### src/rtl/mux_scan_pkg.sv
// Shared types and channel-search helpers for the 4-channel MUX scanner.
// Channel index i selects MUX input i+1 through {SELECTOR_1, SELECTOR_2}.
package mux_scan_pkg;

    typedef enum logic [1:0] {
        IDLE   = 2'd0,
        SETTLE = 2'd1,
        SAMPLE = 2'd2
    } state_t;

    typedef logic [1:0] ch_idx_t;

    localparam ch_idx_t CH_IN1 = 2'b00;
    localparam ch_idx_t CH_IN2 = 2'b01;
    localparam ch_idx_t CH_IN3 = 2'b10;
    localparam ch_idx_t CH_IN4 = 2'b11;

    typedef struct packed {
        logic    found;
        ch_idx_t idx;
    } ch_sel_t;

    // Lowest enabled channel strictly above idx; idx is returned unchanged if none.
    function automatic ch_sel_t next_enabled(input logic [3:0] mask, input ch_idx_t idx);
        ch_sel_t r;
        r.found = 1'b0;
        r.idx   = idx;
        for (int i = 3; i >= 0; i--) begin
            if (mask[i] && (i > int'(idx))) begin
                r.found = 1'b1;
                r.idx   = ch_idx_t'(i);
            end
        end
        return r;
    endfunction

    function automatic ch_sel_t first_enabled(input logic [3:0] mask);
        ch_sel_t r;
        if (mask[0]) begin
            r.found = 1'b1;
            r.idx   = CH_IN1;
        end else begin
            r = next_enabled(mask, CH_IN1);
        end
        return r;
    endfunction

endpackage

### src/rtl/mux_majority_sampler.sv
// Counts MUX_OUT ones across a dwell window and produces the majority vote.
// The vote includes the current-cycle input so it is valid on the final sample cycle.
module mux_majority_sampler #(
    parameter int DWELL_CYCLES = 4
) (
    input  logic clk,
    input  logic rst_n,
    input  logic clr,
    input  logic en,
    input  logic din,
    output logic vote
);

    localparam int ONES_W = $clog2(DWELL_CYCLES + 1);
    localparam int SUM_W  = ONES_W + 2;

    logic [ONES_W-1:0] ones;
    logic [SUM_W-1:0]  total;

    // Strict majority: a tie resolves to 0.
    function automatic logic majority(input logic [SUM_W-1:0] n);
        return {n, 1'b0} > (SUM_W + 1)'(DWELL_CYCLES);
    endfunction

    always_ff @(posedge clk) begin
        if (!rst_n || clr) begin
            ones <= '0;
        end else if (en) begin
            ones <= ones + ONES_W'(din);
        end
    end

    always_comb begin
        total = SUM_W'(ones) + SUM_W'(din);
        vote  = majority(total);
    end

endmodule

### src/rtl/mux_channel_scanner.sv
// Sequences the MUX selectors through enabled channels, settles, samples,
// majority-votes each channel and assembles a 4-bit frame per scan.
module mux_channel_scanner
    import mux_scan_pkg::*;
#(
    parameter int SETTLE_CYCLES = 1,
    parameter int DWELL_CYCLES  = 4
) (
    input  logic       CLK,
    input  logic       RST_N,
    input  logic       START,
    input  logic       CONTINUOUS,
    input  logic [3:0] CHANNEL_MASK,
    input  logic       MUX_OUT,
    output logic       SELECTOR_1,
    output logic       SELECTOR_2,
    output logic       SAMPLE_VALID,
    output logic [1:0] SAMPLE_CHANNEL,
    output logic       SAMPLE_BIT,
    output logic [3:0] FRAME,
    output logic       FRAME_VALID,
    output logic       BUSY
);

    localparam int CNT_MAX = (SETTLE_CYCLES > DWELL_CYCLES) ? SETTLE_CYCLES : DWELL_CYCLES;
    localparam int CNT_W   = $clog2(CNT_MAX + 1);

    localparam logic [CNT_W-1:0] SETTLE_LAST = CNT_W'(SETTLE_CYCLES - 1);
    localparam logic [CNT_W-1:0] DWELL_LAST  = CNT_W'(DWELL_CYCLES - 1);

    state_t           state;
    logic [CNT_W-1:0] cnt;
    logic [3:0]       mask_q;
    ch_idx_t          sel_q;
    logic [3:0]       frame_q;
    logic             sample_valid_q;
    ch_idx_t          sample_channel_q;
    logic             sample_bit_q;
    logic             frame_valid_q;
    logic             busy_q;

    ch_sel_t          next_ch;
    ch_sel_t          start_ch;
    logic [3:0]       frame_upd;
    logic             vote;

    mux_majority_sampler #(
        .DWELL_CYCLES(DWELL_CYCLES)
    ) u_sampler (
        .clk  (CLK),
        .rst_n(RST_N),
        .clr  (state != SAMPLE),
        .en   (state == SAMPLE),
        .din  (MUX_OUT),
        .vote (vote)
    );

    // Disabled channels are zeroed on every write so a mask change between
    // continuous frames cannot leave stale bits behind.
    always_comb begin
        next_ch          = next_enabled(mask_q, sel_q);
        start_ch         = first_enabled(CHANNEL_MASK);
        frame_upd        = frame_q & mask_q;
        frame_upd[sel_q] = vote;
    end

    always_ff @(posedge CLK) begin
        if (!RST_N) begin
            state            <= IDLE;
            cnt              <= '0;
            mask_q           <= '0;
            sel_q            <= CH_IN1;
            frame_q          <= '0;
            sample_valid_q   <= 1'b0;
            sample_channel_q <= CH_IN1;
            sample_bit_q     <= 1'b0;
            frame_valid_q    <= 1'b0;
            busy_q           <= 1'b0;
        end else begin
            sample_valid_q <= 1'b0;
            frame_valid_q  <= 1'b0;
            case (state)
                IDLE: begin
                    if (START && start_ch.found) begin
                        mask_q  <= CHANNEL_MASK;
                        frame_q <= '0;
                        sel_q   <= start_ch.idx;
                        cnt     <= '0;
                        busy_q  <= 1'b1;
                        state   <= SETTLE;
                    end
                end
                SETTLE: begin
                    if (cnt == SETTLE_LAST) begin
                        cnt   <= '0;
                        state <= SAMPLE;
                    end else begin
                        cnt <= cnt + 1'b1;
                    end
                end
                SAMPLE: begin
                    if (cnt == DWELL_LAST) begin
                        cnt              <= '0;
                        sample_valid_q   <= 1'b1;
                        sample_channel_q <= sel_q;
                        sample_bit_q     <= vote;
                        frame_q          <= frame_upd;
                        if (next_ch.found) begin
                            sel_q <= next_ch.idx;
                            state <= SETTLE;
                        end else begin
                            frame_valid_q <= 1'b1;
                            if (CONTINUOUS && start_ch.found) begin
                                mask_q <= CHANNEL_MASK;
                                sel_q  <= start_ch.idx;
                                state  <= SETTLE;
                            end else begin
                                if (CONTINUOUS) begin
                                    mask_q <= CHANNEL_MASK;
                                end
                                busy_q <= 1'b0;
                                state  <= IDLE;
                            end
                        end
                    end else begin
                        cnt <= cnt + 1'b1;
                    end
                end
                default: begin
                    busy_q <= 1'b0;
                    state  <= IDLE;
                end
            endcase
        end
    end

    assign SELECTOR_1     = sel_q[1];
    assign SELECTOR_2     = sel_q[0];
    assign SAMPLE_VALID   = sample_valid_q;
    assign SAMPLE_CHANNEL = sample_channel_q;
    assign SAMPLE_BIT     = sample_bit_q;
    assign FRAME          = frame_q;
    assign FRAME_VALID    = frame_valid_q;
    assign BUSY           = busy_q;

endmodule

### config.mk
export PLATFORM = sky130hd
export DESIGN_NAME = mux_channel_scanner
export DESIGN_NICKNAME = d
export VERILOG_FILES = /design/src/rtl/mux_scan_pkg.sv /design/src/rtl/mux_majority_sampler.sv /design/src/rtl/mux_channel_scanner.sv
export SDC_FILE = /design/constraint.sdc
export NUM_CORES = 1
export LEC_CHECK = 0
export BUFFER_PORTS_ARGS = -buffer_cell sky130_fd_sc_hd__buf_2
export CORE_ASPECT_RATIO = 0.5
export CORE_MARGIN = 4
export CORE_UTILIZATION = 50
export DETAILED_ROUTE_END_ITERATION = 10
export HOLD_SLACK_MARGIN = 0.03
export PLACE_DENSITY = 0.86
export SYNTH_ARGS = -nofsm -noshare
export SYNTH_HDL_FRONTEND = slang
export SYNTH_SLANG_ARGS = --single-unit
### constraint.sdc
create_clock -name CLK -period 1.55 [get_ports CLK]
set_input_delay 0.155 -clock CLK [delete_from_list [all_inputs] [get_ports CLK]]
set_output_delay 0.155 -clock CLK [all_outputs]
set_load 0.02 [all_outputs]
[After elaboration in Yosys (flattened, before gate mapping)]
Cells that the tools add are included.
Word-level totals
  bits in registers: 24
  bits in latches: 0
  bits in writable memories: 0
  memory bits (read-only): 0
  input bits: 9
  output and inout port bits: 12
  logic and storage cells: 96
  memories: 0
Cells by class
  $add $sub $neg: 3
  multiply operators: 0
  div/mod/pow operators: 0
  $lt $le $gt $ge: 6
  equal/unequal tests: 12
  shifts and indexed selects: 0
  muxes and demuxes: 41
  bitwise gates (word level): 2
  reduce and logical (&&, ||, !) cells: 21
Operators by type and width (count)
  two-way mux 3 bit: 10
  two-way mux 4 bit: 7
  case mux 4 bit (2 select lines): 2
  AND reduction 5 bit: 3
  two-way mux 2 bit: 7
  inequality test 2 bit (second input constant): 6
  two-way mux 1 bit: 9
  case mux 3 bit (3 select lines): 1
  AND reduction 3 bit: 3
  greater-than comparator 6 x 3 -> 1 bit (second input constant): 1
  logical AND 1 bit: 6
  inequality test 3 bit (second input constant): 2
  case mux 2 bit (3 select lines): 1
  AND reduction 2 bit: 3
  inequality test 5 bit (second input constant): 1
  adder 3 x 1 -> 4 bit: 1
  bitwise AND 4 bit: 1
  bitwise mux 4 bit: 1
  greater-than comparator 2 bit (first input constant): 2
  case mux 2 bit (2 select lines): 1
  adder 3 x 1 -> 3 bit: 1
  adder 3 x 1 -> 3 bit (second input constant): 1
  == test 3 x 2 -> 1 bit (second input constant): 1
  zero test 3 bit: 1
  other kinds (13): 13

[Logic depth before layout (Yosys ltp)]
Gate-level depths: netlist of the first run.
  depth in word-level cells: 9
  gate-level depth with buffers: 8
  gate-level depth less buffers: 7

[Modules after synthesis]
Synthesis of the first run repeated with hierarchy kept, for this count alone.
Second synthesis, totals
  cells, all modules: 169
  area, all modules: 1388.8 um^2
Modules (own cells, without submodules)
  mux_channel_scanner: times used 1, cells an instance 151, area each 1229.9 um^2, seq. area each 420.4 um^2
  mux_majority_sampler: times used 1, cells an instance 18, area each 158.9 um^2, seq. area each 60.1 um^2

[Worst setup path before layout of the first run]
OpenSTA, ideal clock, no wires.
  path type: register to register
  start: reg state[0]
  end: reg busy_q (netlist: BUSY)
  setup time: 72 ps
  arrival time: 1597 ps
  required time: 1478 ps
  path slack: -119 ps
  stages on the path, launching flop included: 7
  buffers on the path: 0
  clock period less this slack: 1669 ps
  cells stage by stage: dfxtp_1 inv_1 ha_1 a21boi_4 or3_2 a21oi_1 mux2i_1
On the way
  cells in the longest elaborated chain, start to end: 3
  elaborated cells between the ends (all ways): 10
  classes of those cells: eq/ne (6); mux (1); bitwise (1); reduce/logical (2)
Ends and longest elaborated chain
  from (decl): line mux_channel_scanner.sv:31  | state_t state;
  from (signal assigned): line mux_channel_scanner.sv:69  | state <= IDLE;
  from (signal assigned): line mux_channel_scanner.sv:90  | state <= SETTLE;
  from (signal assigned): line mux_channel_scanner.sv:96  | state <= SAMPLE;
  == test 2 bit (tied with other cells): line mux_channel_scanner.sv:82  | case (state)
  inequality test 2 bit (no source line) / inverter 1 bit (equally long branches)
  AND reduction 5 bit (no source line)
  to (signal assigned): line mux_channel_scanner.sv:78  | busy_q <= 1'b0;
  to (signal assigned): line mux_channel_scanner.sv:89  | busy_q <= 1'b1;
  to (signal assigned): line mux_channel_scanner.sv:121  | busy_q <= 1'b0;
  to (decl): line mux_channel_scanner.sv:40  | logic busy_q;
Parallel ways exist; a longest one is shown, timed or not.
A chain may end at the register's enable or synchronous reset.

[Worst setup path in the final report of the first run]
  start: reg mask_q[2]
  end: reg mask_q[1]
On the way
  cells in the longest elaborated chain, start to end: 5
Ends and longest elaborated chain
  from (decl): line mux_channel_scanner.sv:33  | logic [3:0] mask_q;
  from (signal assigned): line mux_channel_scanner.sv:71  | mask_q <= '0;
  from (signal assigned): line mux_channel_scanner.sv:85  | mask_q <= CHANNEL_MASK;
  from (signal assigned): line mux_channel_scanner.sv:114  | mask_q <= CHANNEL_MASK;
  logical AND 1 bit: line mux_scan_pkg.sv:29  | if (mask[i] && (i > int'(idx))) begin
  two-way mux 3 bit (2 in a row): line mux_scan_pkg.sv:29
  inequality test 2 bit (no source line)
  AND reduction 5 bit (no source line)
Every way passes these cells.

==> results of run 1 <==
-- routing by layer --
metal / track usage, % / vias up / wire, um / part of all wire, %
li1: - / 673 / - / -
met1: 24.94 / 720 / 1829 / 37
met2: 39.97 / 117 / 2327 / 47
met5: 0 / - / 0 / 0
met3: 5.378 / 45 / 448 / 9.0
met4: 10.75 / 0 / 364 / 7.3
-- layout make-up --
type | count | area (um^2) | area share [%]
multi-input combinational | 121 | 1040 | 50.15
sequential | 24 | 494.2 | 23.84
timing repair buffer | 52 | 367.9 | 17.74
inverter | 13 | 53.80 | 2.595
tap | 37 | 46.29 | 2.233
clock buffer | 3 | 41.29 | 1.992
clock inverter | 1 | 30.03 | 1.448
-- worst max-delay path by stage --
stage / from / to
6_report: mask_q[2] / mask_q[1]
3_3_place_gp: CHANNEL_MASK[3] / FRAME[2]
3_5_place_dp: cnt[1] / sel_q[1]
2_1_floorplan: state[0] / BUSY
5_1_grt: state[0] / FRAME[2]
4_1_cts: state[0] / mask_q[1]
-- placed cells by master, fill, tap and decap left out, types with 4 or more instances in the layout --
cell,synthesis,layout
sky130_fd_sc_hd__dfxtp_1,24,15
sky130_fd_sc_hd__o21ai_0,8,6
sky130_fd_sc_hd__buf_2,2,20
sky130_fd_sc_hd__inv_1,13,11
sky130_fd_sc_hd__buf_6,1,4
sky130_fd_sc_hd__a21oi_1,9,6
sky130_fd_sc_hd__dfxtp_2,0,8
sky130_fd_sc_hd__nand2_1,29,28
sky130_fd_sc_hd__nor2_1,6,6
sky130_fd_sc_hd__mux2i_1,6,6
sky130_fd_sc_hd__ha_4,0,6
sky130_fd_sc_hd__buf_4,1,27
-- report_power, final --
part / switching (mW) / total, mW / leakage (nW) / internal (mW)
clock network: 0.222 / 0.568 / 0.0357 / 0.346
logic: 1.00 / 1.97 / 0.686 / 0.969
registers: 0.104 / 0.828 / 0.199 / 0.724
total: 1.33 / 3.37 / 0.920 / 2.04
-- sequential cells by signal (all words and copies together) (netlist names) --
name	cells
BUSY	1
FRAME	4
FRAME_VALID	1
SAMPLE_BIT	1
SAMPLE_CHANNEL	2
SAMPLE_VALID	1
cnt	3
mask_q	4
sel_q	2
state	2
u_sampler.ones	3
-- repair_timing --
item,4_1_cts,5_1_grt
hold buffers,0,0
setup endpoints to repair,12,15
pin swaps,4,14
gates resized for setup,17,37
buffers inserted,5,4
-- critical path, cell delays in order, from the launching register on --
cell                       delay (ps)
sky130_fd_sc_hd__dfxtp_1          320
sky130_fd_sc_hd__or2_4            260
sky130_fd_sc_hd__o211ai_1         220
sky130_fd_sc_hd__buf_4            190
sky130_fd_sc_hd__a31oi_4           90
sky130_fd_sc_hd__nor2_4           190
sky130_fd_sc_hd__mux2i_1          260
-- metrics by stage --
step | hold slack (ps) | std cells | total power [mW]
2_1_floorplan | 297.1 | 165 | 1.627
3_3_place_gp | 440.7 | 238 | 2.041
3_5_place_dp | 453.4 | 238 | 2.095
4_1_cts | 164.2 | 247 | 2.909
5_1_grt | 191.3 | 251 | 3.503
6_report | 174.3 | 251 | 3.366
-- cells by family after synthesis --
kind of cell / after synthesis / synth area share [%]
buf+inv: 20 / 6.391
xor+xnor: 1 / 0.6302
simple gates: 60 / 22.14
flops: 24 / 34.56
mux: 6 / 4.321
fa+ha+maj: 11 / 9.901
compound gates: 43 / 22.05
==> qor.log, run 1 <==
[run_status] run status finished, violations left
[run_status] failing checks negative setup slack
[cells_and_area] Core Util, Final 79.17%
[global_routing] largest net degree at the start of global routing 17
[cts] clock input transition at the sequential cells of the worst setup and hold paths 90 ps
[cts] clock tree from TritonCTS yes
[floorplanning] Initial Utilization 53.08%
[routing] vias 1555
[floorplanning] Die Outline Area 0.003739 mm^2
[cells_and_area] share of final-layout standard cells stronger than drive strength 1 45.33%
[placed_design] Routability Congestion 0.8422
[min_path] startpoint of the most critical hold path CHANNEL_MASK[0]
[timing] Tcrit/Tclk final 104.7%
[worst_setup_path] CP endpoint kind flop
[worst_setup_path] CP Max Fanout 4
[synthesis] Mapped Area 0.001390 mm^2
[timing] number of failing hold endpoints at the final stage 0
[floorplanning] number of placement rows 13
[synthesis] number of flops mapped to enable cells by yosys 0
[cells_and_area] growth of design area from synthesis to finish 49.15%
[synthesis] Primary FF master, synth sky130_fd_sc_hd__dfxtp_1
[cts] clock latency on the worst-skew pair 280 ps
[worst_setup_path] depth of the worst register-to-register path 6
[worst_setup_path] crit path DAT 1820 ps
[timing] final setup skew 2.377 ps
[synthesis] top cell types by occurrence after synthesis sky130_fd_sc_hd__nand2_1, sky130_fd_sc_hd__dfxtp_1, sky130_fd_sc_hd__inv_1
[worst_setup_path] Critical Setup Path Class reg2reg
[timing] number of max-slew violations in the final report 0
[placed_design] placed wire-length estimate after detailed placement 2.517 mm
[cts] cell at the root of the clock tree sky130_fd_sc_hd__clkbuf_8
[routing] starting DRC count in detailed routing 243
[worst_setup_path] Crit path required time 1740 ps
[timing] accumulated negative setup slack -171.9 ps
[synthesis] total nets after synthesis 185
[timing] Tightest Pin Transition 303.4 ps
[flow_run] number of maximum-capacitance constraint violations 0
[synthesis] Yosys top cell area share 34.56%
[synthesis] YS warnings 0
[timing] highest clock rate 0.6160 GHz
[cells_and_area] count of fill cells added during filler insertion 138
[placed_design] Placement Cell Area 0.001712 mm^2
[cells_and_area] area of all placed cells without fillers 0.002073 mm^2
[synthesis] Yosys reg bits 24
[placed_design] buffers added on ports 20
[synthesis] share of async-settable or async-resettable flops after synthesis 0%
[floorplanning] I/O pin cnt 21
[power] areal power density over the cells 1624 mW/mm^2
[routing] Vias/cell 6.195
[global_routing] antenna violations before repair 0
[cts] depth of the CTS H-tree 1
[global_routing] first-pass GRT wire length 6.237 mm
[cts] TritonCTS Buffers 3
[timing] setup repair after global routing missed its margin true
[global_routing] via count of the first global-routing pass 1409
[floorplanning] core area 0.002619 mm^2
[min_path] Endpoint, Worst Hold mask_q[0]
[cells_and_area] n_diodes 0
[floorplanning] overall die width 82.57 um
[global_routing] global-route total usage across every layer 22.16%
[routing] residual antenna-violating net count after detailed routing 0
[worst_setup_path] flop2flop setup slack -70 ps
[floorplanning] die height 45.29 um
[synthesis] sequential share of the synthesized area 34.56%
[routing] mean routed wirelength per cell 19.80 um
[timing] worst slew margin relative to its limit 79.56%
[placed_design] Place WS -143.5 ps
[synthesis] average instance area after synthesis 8.425 um^2
[global_routing] aggregate global routing overflow 0
[power] Peak VDD IR 1.300 mV
[routing] routed wire length 4.971 mm
[timing] Setup Viol. Count Final 5
[synthesis] library cell with the largest summed area after synthesis sky130_fd_sc_hd__dfxtp_1
[synthesis] number of standard cells after synthesis 165
[min_path] number of cells on the worst hold path 3
[worst_setup_path] reg-to-reg startpoint mask_q[2]
[synthesis] Cell variety after synth 46
[worst_setup_path] r2r endpoint mask_q[1]
[routing] TritonRoute pass-1 iters 5
[power] cell leakage power 0.9204 nW
[routing] # DRC 0
[worst_setup_path] crit start category flop
[synthesis] Area contributors post-synth sky130_fd_sc_hd__dfxtp_1, sky130_fd_sc_hd__ha_1, sky130_fd_sc_hd__nand2_1
[synthesis] most numerous cell in the Yosys netlist sky130_fd_sc_hd__nand2_1
[cells_and_area] number of nets in the finished design 235
[cts] # clock sinks 24
[cts] Max clock buf depth 2
[min_path] type of the most critical hold path in2reg
[timing] clock period minus worst slack 1623 ps
[timing] final setup slack of the worst path -73.35 ps
No activity file was read; power rests on OpenSTA's default activity.
==> inputs of run 2 (changes only) <==
--- a/config.mk
+++ b/config.mk
@@ -11,7 +11,7 @@
 export CORE_UTILIZATION = 50
 export DETAILED_ROUTE_END_ITERATION = 10
 export HOLD_SLACK_MARGIN = 0.03
-export PLACE_DENSITY = 0.86
+export PLACE_DENSITY = 0.83
 export SYNTH_ARGS = -nofsm -noshare
 export SYNTH_HDL_FRONTEND = slang
 export SYNTH_SLANG_ARGS = --single-unit
==> constraint.sdc (replaced) <==
create_clock -name CLK -period 1.95 [get_ports CLK]
set_input_delay 0.195 -clock CLK [delete_from_list [all_inputs] [get_ports CLK]]
set_output_delay 0.195 -clock CLK [all_outputs]
set_load 0.02 [all_outputs]
==> run 2 against run 1 <==
Worst setup slack better by 200 ps. The run now ends clean. Count of clock-buffer cells in the layout rose by 1. Critical path type unchanged. Critical endpoint is now BUSY. Largest power group unchanged. Total power fell by 48%. Die area unchanged. Design area shrank 24%. Largest cell class unchanged.
==> qor.log, run 2 (synthesized netlist as in run 1, its figures left out) <==
[timing] number of failing hold endpoints at the final stage 0 [unchanged]
[timing] clock period minus worst slack 1824 ps [+201.0 ps]
[floorplanning] Die Outline Area 0.003739 mm^2 [unchanged]
[global_routing] first-pass GRT wire length 4.705 mm [-25%]
[timing] final setup slack of the worst path 125.7 ps [+199.0 ps]
[worst_setup_path] total buffers and inverters traversed by the critical path 1 [unchanged]
[worst_setup_path] CP Max Fanout 12 [+8]
[floorplanning] overall die width 82.57 um [unchanged]
[worst_setup_path] slowest CP cell sky130_fd_sc_hd__or3_2
[worst_setup_path] sequence of cells on the critical path inv_1 > ha_1 > a21boi_4 > or3_2 > a21oi_1 > mux2i_1
[cts] Resize count post-CTS 0 [-17]
[cells_and_area] n_diodes 0 [unchanged]
[timing] final setup skew 1.864 ps [-0.5131 ps]
[power] cell leakage power 0.7256 nW [-21%]
[routing] # DRC 0 [unchanged]
[global_routing] global-route total usage across every layer 16.42% [-5.7 points]
[power] power share of the clock group 19.4% [+2.5 points]
[cts] clock latency on the worst-skew pair 270 ps [about the same]
[cells_and_area] share of final-layout standard cells stronger than drive strength 1 19.57% [-26 points]
[worst_setup_path] crit path DAT 2030 ps [+210 ps]
[timing] Tcrit/Tclk final 93.55% [-11 points]
[timing] highest clock rate 0.5482 GHz [-11%]
[run_status] run status finished clean
[worst_setup_path] CP endpoint kind flop
[placed_design] buffers added on ports 20 [unchanged]
[cts] Max clock buf depth 2 [unchanged]
[worst_setup_path] Crit path required time 2160 ps [+420 ps]
[worst_setup_path] Critical Setup Path Class reg2reg
[placed_design] Cell Count Post-Placement 217 [-8.8%]
[floorplanning] Initial Utilization 53.08% [unchanged]
[timing] number of max-slew violations in the final report 0 [unchanged]
[cells_and_area] most common library cell in the layout ignoring fill and taps sky130_fd_sc_hd__nand2_1
[routing] residual antenna-violating net count after detailed routing 0 [unchanged]
[cells_and_area] top library cells by usage in the layout, fill and taps aside sky130_fd_sc_hd__nand2_1, sky130_fd_sc_hd__dfxtp_1, sky130_fd_sc_hd__buf_2
[cts] clock tree from TritonCTS yes
[timing] Tightest Pin Transition 462.4 ps [+159.0 ps]
[power] Switching Power 687.1 uW [-48%]
[cts] cell at the root of the clock tree sky130_fd_sc_hd__clkbuf_8
[cts] depth of the CTS H-tree 1 [unchanged]
[floorplanning] I/O pin cnt 21 [unchanged]
[timing] Setup Viol. Count Final 0 [-5]
[routing] vias 1187 [-24%]
[routing] mean routed wirelength per cell 12.49 um [-37%]
[placed_design] placed wire-length estimate after detailed placement 2.122 mm [-16%]
[global_routing] via count of the first global-routing pass 1061 [-25%]
[power] areal power density over the cells 1113 mW/mm^2 [-31%]
[cells_and_area] count of fill cells added during filler insertion 232 [+68%]
[floorplanning] core area 0.002619 mm^2 [unchanged]
[floorplanning] die height 45.29 um [unchanged]
[cts] TritonCTS Buffers 3 [unchanged]
[cts] number of hold buffers added after CTS 0 [unchanged]
[power] sequential fraction of design power 37.5% [+13 points]
[placed_design] Routability Congestion 0.8157 [-3.1%]
[global_routing] antenna violations before repair 0 [unchanged]
[power] Comb power frac 43.1% [-15 points]
[cts] number of setup buffers added after CTS 0 [-5]
[global_routing] aggregate global routing overflow 0 [unchanged]
[floorplanning] number of placement rows 13 [unchanged]
[routing] routed wire length 2.761 mm [-44%]
[timing] accumulated negative setup slack 0 ps [+171.9 ps]
[routing] Vias/cell 5.371 [-13%]
[power] design internal power 1.060 mW [-48%]
[cells_and_area] number of nets in the finished design 205 [-13%]
[power] switching part of the total 39.32% [-0.089 points]
[cells_and_area] final standard cell count with taps included and fillers excluded 221 [-12%]
[routing] TritonRoute pass-1 iters 4 [-1]
[worst_setup_path] critical path's largest stage delay 490 ps [+170 ps]
[flow_run] number of maximum-capacitance constraint violations 0 [unchanged]
[min_path] type of the most critical hold path in2reg
[power] Peak VDD IR 0.5766 mV [-56%]
[routing] starting DRC count in detailed routing 105 [-57%]
[cts] clock input transition at the sequential cells of the worst setup and hold paths 80 ps [about the same]
[global_routing] largest net degree at the start of global routing 31 [+14]
[cells_and_area] area of all placed cells without fillers 0.001570 mm^2 [-24%]
[placed_design] Place WS 76.89 ps [+220.4 ps]
[worst_setup_path] largest delay contributor family on the critical path simple AND/OR/NAND/NOR gates
[cells_and_area] growth of design area from synthesis to finish 12.96%
[timing] setup repair after global routing missed its margin false
[placed_design] Placement Cell Area 0.001511 mm^2 [-12%]
[timing] worst slew margin relative to its limit 69.06% [-11 points]
[cts] # clock sinks 24 [unchanged]
[worst_setup_path] crit start category flop
## run 2: cell count changes in the layout (fill, tap and decap cells not counted), moves of 4 or more
cell and delta:
sky130_fd_sc_hd__buf_4 -25, sky130_fd_sc_hd__ha_1 +8, sky130_fd_sc_hd__dfxtp_1 +7, sky130_fd_sc_hd__dfxtp_2 -6
sky130_fd_sc_hd__ha_4 -6, sky130_fd_sc_hd__buf_6 -4
## run 2: final timing paths
| check | from | endpoint | slack (ps) | cells after the start |
|---|---|---|---|---|
| worst max-delay path | state[0] | BUSY | 130 | 6 |
| worst min-delay path | CHANNEL_MASK[3] | mask_q[3] | 200 | 3 |
| worst max register to register | state[0] | BUSY | 130 | 6 |
| worst min register to register | FRAME[0] | FRAME[0] | 460 | 2 |
## run 2: per-layer routing
| layer | global-route usage [%] | vias up | wire length, um |
|---|---|---|---|
| met1 | 21.19 | 556 | 1290 |
| met3 | 4.183 | 3 | 132 |
| li1 | - | 610 | - |
| met5 | 0 | - | 0 |
| met2 | 27.87 | 18 | 1319 |
| met4 | 3.909 | 0 | 18 |
## run 2: cell type report
class | count | area, um^2 | share of cell area [%]
tap | 37 | 46.29 | 2.948
multi-input combinational | 121 | 822.0 | 52.35
clock buffer | 4 | 55.05 | 3.506
timing repair buffer | 22 | 115.1 | 7.331
inverter | 13 | 48.80 | 3.108
sequential | 24 | 483.0 | 30.76
## run 2: power by group through the flow
stage	registers, mW	clock network [mW]	logic, mW
3_3_place_gp	0.653	0	0.723
6_report	0.656	0.339	0.753
5_1_grt	0.667	0.363	0.833
3_5_place_dp	0.661	0	0.745
4_1_cts	0.649	0.350	0.750
2_1_floorplan	0.645	0	0.594
## run 2: stage by stage
stage                     utilization [%]  hold WS (ps)  power [mW]
final                               59.96         197.2       1.748
after floorplan                         -         337.1       1.240
after global routing                59.96         207.0       1.863
after detailed placement            57.72         446.8       1.406
after CTS                           59.82         195.0       1.749
after global placement              57.72         441.4       1.376
## run 2: worst reg2reg max path: cells and delay by family, from the launching register on
family                     cells  cell delay (ps)
DFF                            1              380
buffers and inverters          1               80
adders and majority gates      1              250
and+or+nand+nor                1              490
AOI/OAI and AO/OA              2              380
muxes                          1              190
==> inputs of run 3 (changes only) <==
--- a/config.mk
+++ b/config.mk
@@ -12,6 +12,7 @@
 export DETAILED_ROUTE_END_ITERATION = 10
 export HOLD_SLACK_MARGIN = 0.03
 export PLACE_DENSITY = 0.83
+export RECOVER_POWER = 50
 export SYNTH_ARGS = -nofsm -noshare
 export SYNTH_HDL_FRONTEND = slang
 export SYNTH_SLANG_ARGS = --single-unit
==> run 3 against run 2 <==
Non-clock buffer count stayed put. First-iteration DRC count is 3.8% lower. Maximum frequency is 0.45% higher. Core utilization is 0.57 points lower. Routed wire length is 0.51% higher. Worst setup slack better by 8.2 ps. Worst hold slack worse by 0.73 ps. Design area is 0.96% lower. Critical path type unchanged. Largest power group unchanged.
==> qor.log, run 3 (synthesized netlist as in run 1, its figures left out) <==
[floorplanning] overall die width 82.57 um [unchanged]
[cells_and_area] top library cells by usage in the layout, fill and taps aside sky130_fd_sc_hd__nand2_1, sky130_fd_sc_hd__dfxtp_1, sky130_fd_sc_hd__inv_1
[global_routing] largest net degree at the start of global routing 31 [unchanged]
[global_routing] via count of the first global-routing pass 1061 [unchanged]
[routing] starting DRC count in detailed routing 101 [-3.8%]
[cells_and_area] most common library cell in the layout ignoring fill and taps sky130_fd_sc_hd__nand2_1
[timing] number of max-slew violations in the final report 0 [unchanged]
[timing] Setup Viol. Count Final 0 [unchanged]
[timing] worst slew margin relative to its limit 68.76% [-0.30 points]
[placed_design] Cell Count Post-Placement 217 [unchanged]
[worst_setup_path] slowest CP cell sky130_fd_sc_hd__or3_2
[routing] routed wire length 2.775 mm [+0.51%]
[timing] number of failing hold endpoints at the final stage 0 [unchanged]
[worst_setup_path] sequence of cells on the critical path inv_1 > ha_1 > a21boi_4 > or3_2 > a21oi_1 > mux2i_1
[cts] cell at the root of the clock tree sky130_fd_sc_hd__clkbuf_8
[flow_run] number of maximum-capacitance constraint violations 0 [unchanged]
[min_path] type of the most critical hold path in2reg
[worst_setup_path] depth of the worst register-to-register path 6 [unchanged]
[routing] residual antenna-violating net count after detailed routing 0 [unchanged]
[cts] Max clock buf depth 2 [unchanged]
[cells_and_area] share of final-layout standard cells stronger than drive strength 1 13.04% [-6.5 points]
[timing] setup repair after global routing missed its margin false
[floorplanning] Initial Utilization 53.08% [unchanged]
[timing] accumulated negative setup slack 0 ps [unchanged]
[worst_setup_path] largest delay contributor family on the critical path simple AND/OR/NAND/NOR gates
[worst_setup_path] CP endpoint kind flop
[worst_setup_path] crit path DAT 2020 ps [about the same]
[cells_and_area] growth of design area from synthesis to finish 11.88%
[worst_setup_path] Crit path required time 2160 ps [about the same]
[power] Peak VDD IR 0.5764 mV [about the same]
[power] cell leakage power 0.6737 nW [-7.2%]
[cts] clock latency on the worst-skew pair 270 ps [about the same]
[floorplanning] I/O pin cnt 21 [unchanged]
[floorplanning] Die Outline Area 0.003739 mm^2 [unchanged]
[placed_design] buffers added on ports 20 [unchanged]
[worst_setup_path] critical path's largest stage delay 480 ps [about the same]
[timing] Min Hold Slack 196.4 ps [-0.7330 ps]
[cells_and_area] number of nets in the finished design 205 [unchanged]
[timing] Tcrit/Tclk final 93.13% [-0.42 points]
[cts] clock tree from TritonCTS yes
[worst_setup_path] number of logic stages on the critical path including buffering 6 [unchanged]
[cells_and_area] final standard cell count with taps included and fillers excluded 221 [unchanged]
[worst_setup_path] crit start category flop
[global_routing] global-route total usage across every layer 16.42% [unchanged]
[global_routing] first-pass GRT wire length 4.705 mm [unchanged]
[timing] Tightest Pin Transition 466.8 ps [+4.457 ps]
[routing] TritonRoute pass-1 iters 4 [unchanged]
[run_status] run status finished clean
[cells_and_area] Core Util, Final 59.39% [-0.57 points]
[floorplanning] die height 45.29 um [unchanged]
[cts] TritonCTS Buffers 3 [unchanged]
[timing] clock period minus worst slack 1816 ps [-8.227 ps]
[worst_setup_path] total buffers and inverters traversed by the critical path 1 [unchanged]
[placed_design] Placement Cell Area 0.001511 mm^2 [unchanged]
[placed_design] placed wire-length estimate after detailed placement 2.122 mm [unchanged]
[global_routing] antenna violations before repair 0 [unchanged]
[global_routing] aggregate global routing overflow 0 [unchanged]
[routing] vias 1190 [+0.25%]
[worst_setup_path] CP Max Fanout 12 [unchanged]
[cts] depth of the CTS H-tree 1 [unchanged]
[cells_and_area] area of all placed cells without fillers 0.001555 mm^2 [-0.96%]
[routing] # DRC 0 [unchanged]
[timing] highest clock rate 0.5506 GHz [+0.45%]
[placed_design] Routability Congestion 0.8157 [unchanged]
[power] areal power density over the cells 1121 mW/mm^2 [+0.72%]
[cts] # clock sinks 24 [unchanged]
[min_path] number of cells on the worst hold path 3 [unchanged]
[floorplanning] number of placement rows 13 [unchanged]
[cts] number of setup buffers added after CTS 0 [unchanged]
[cts] number of hold buffers added after CTS 0 [unchanged]
[routing] Vias/cell 5.385 [+0.25%]
[routing] mean routed wirelength per cell 12.56 um [+0.51%]
[timing] final setup skew 1.330 ps [-0.5344 ps]
[floorplanning] core area 0.002619 mm^2 [unchanged]
[cells_and_area] n_diodes 0 [unchanged]
[worst_setup_path] Critical Setup Path Class reg2reg
[cts] clock input transition at the sequential cells of the worst setup and hold paths 80 ps [about the same]
[run 3: cell types whose count changed in the layout (fill, tap and decap cells not counted), sizes merged]
cell,delta
buf,-12
clkbuf,+12
[run 3: path summary, 6_finish.rpt]
| kind | from | endpoint | slack, ps |
|---|---|---|---|
| max | state[0] | BUSY | 130 |
| min | CHANNEL_MASK[3] | mask_q[3] | 200 |
| max reg2reg | state[0] | BUSY | 130 |
| min reg2reg | FRAME[0] | FRAME[0] | 460 |
[run 3: worst register-to-register path, cell delays in order (launching register included)]
cell                       delay, ps
sky130_fd_sc_hd__dfxtp_2         380
sky130_fd_sc_hd__inv_1            80
sky130_fd_sc_hd__ha_1            250
sky130_fd_sc_hd__a21boi_4        210
sky130_fd_sc_hd__or3_2           490
sky130_fd_sc_hd__a21oi_1         160
sky130_fd_sc_hd__mux2i_1         180
[run 3: layer usage]
metal | global-route usage (%) | wire length (um)
met5 | 0 | 0
met4 | 3.909 | 19
met3 | 4.183 | 164
met2 | 27.87 | 1294
met1 | 21.19 | 1296
[run 3: metrics by stage]
stage | setup slack (ps) | total power [mW]
after CTS | 61.91 | 1.749
final | 133.9 | 1.743
after global routing | 17.12 | 1.859
after global placement | 178.5 | 1.376
after floorplan | 281.3 | 1.240
after detailed placement | 76.89 | 1.406
[run 3: report_power, final]
group	switching, mW	internal [mW]	leakage, nW	total (mW)
registers	0.0909	0.565	0.196	0.656
logic	0.438	0.310	0.449	0.748
clock network	0.159	0.180	0.0288	0.339
total	0.687	1.06	0.674	1.74
[run 3: final cells by class]
class / instances / area [um^2]
timing repair buffer: 22 / 100.1
multi-input combinational: 121 / 822.0
clock buffer: 4 / 55.05
tap: 37 / 46.29
inverter: 13 / 48.80
sequential: 24 / 483.0
fill: 236 / 1064
[run 3: repair_timing]
| action | CTS | global route |
|---|---|---|
| setup endpoints to repair | 0 | 4 |
| gates resized for setup | 0 | 3 |
| endpoints found under the hold margin | 0 | 0 |
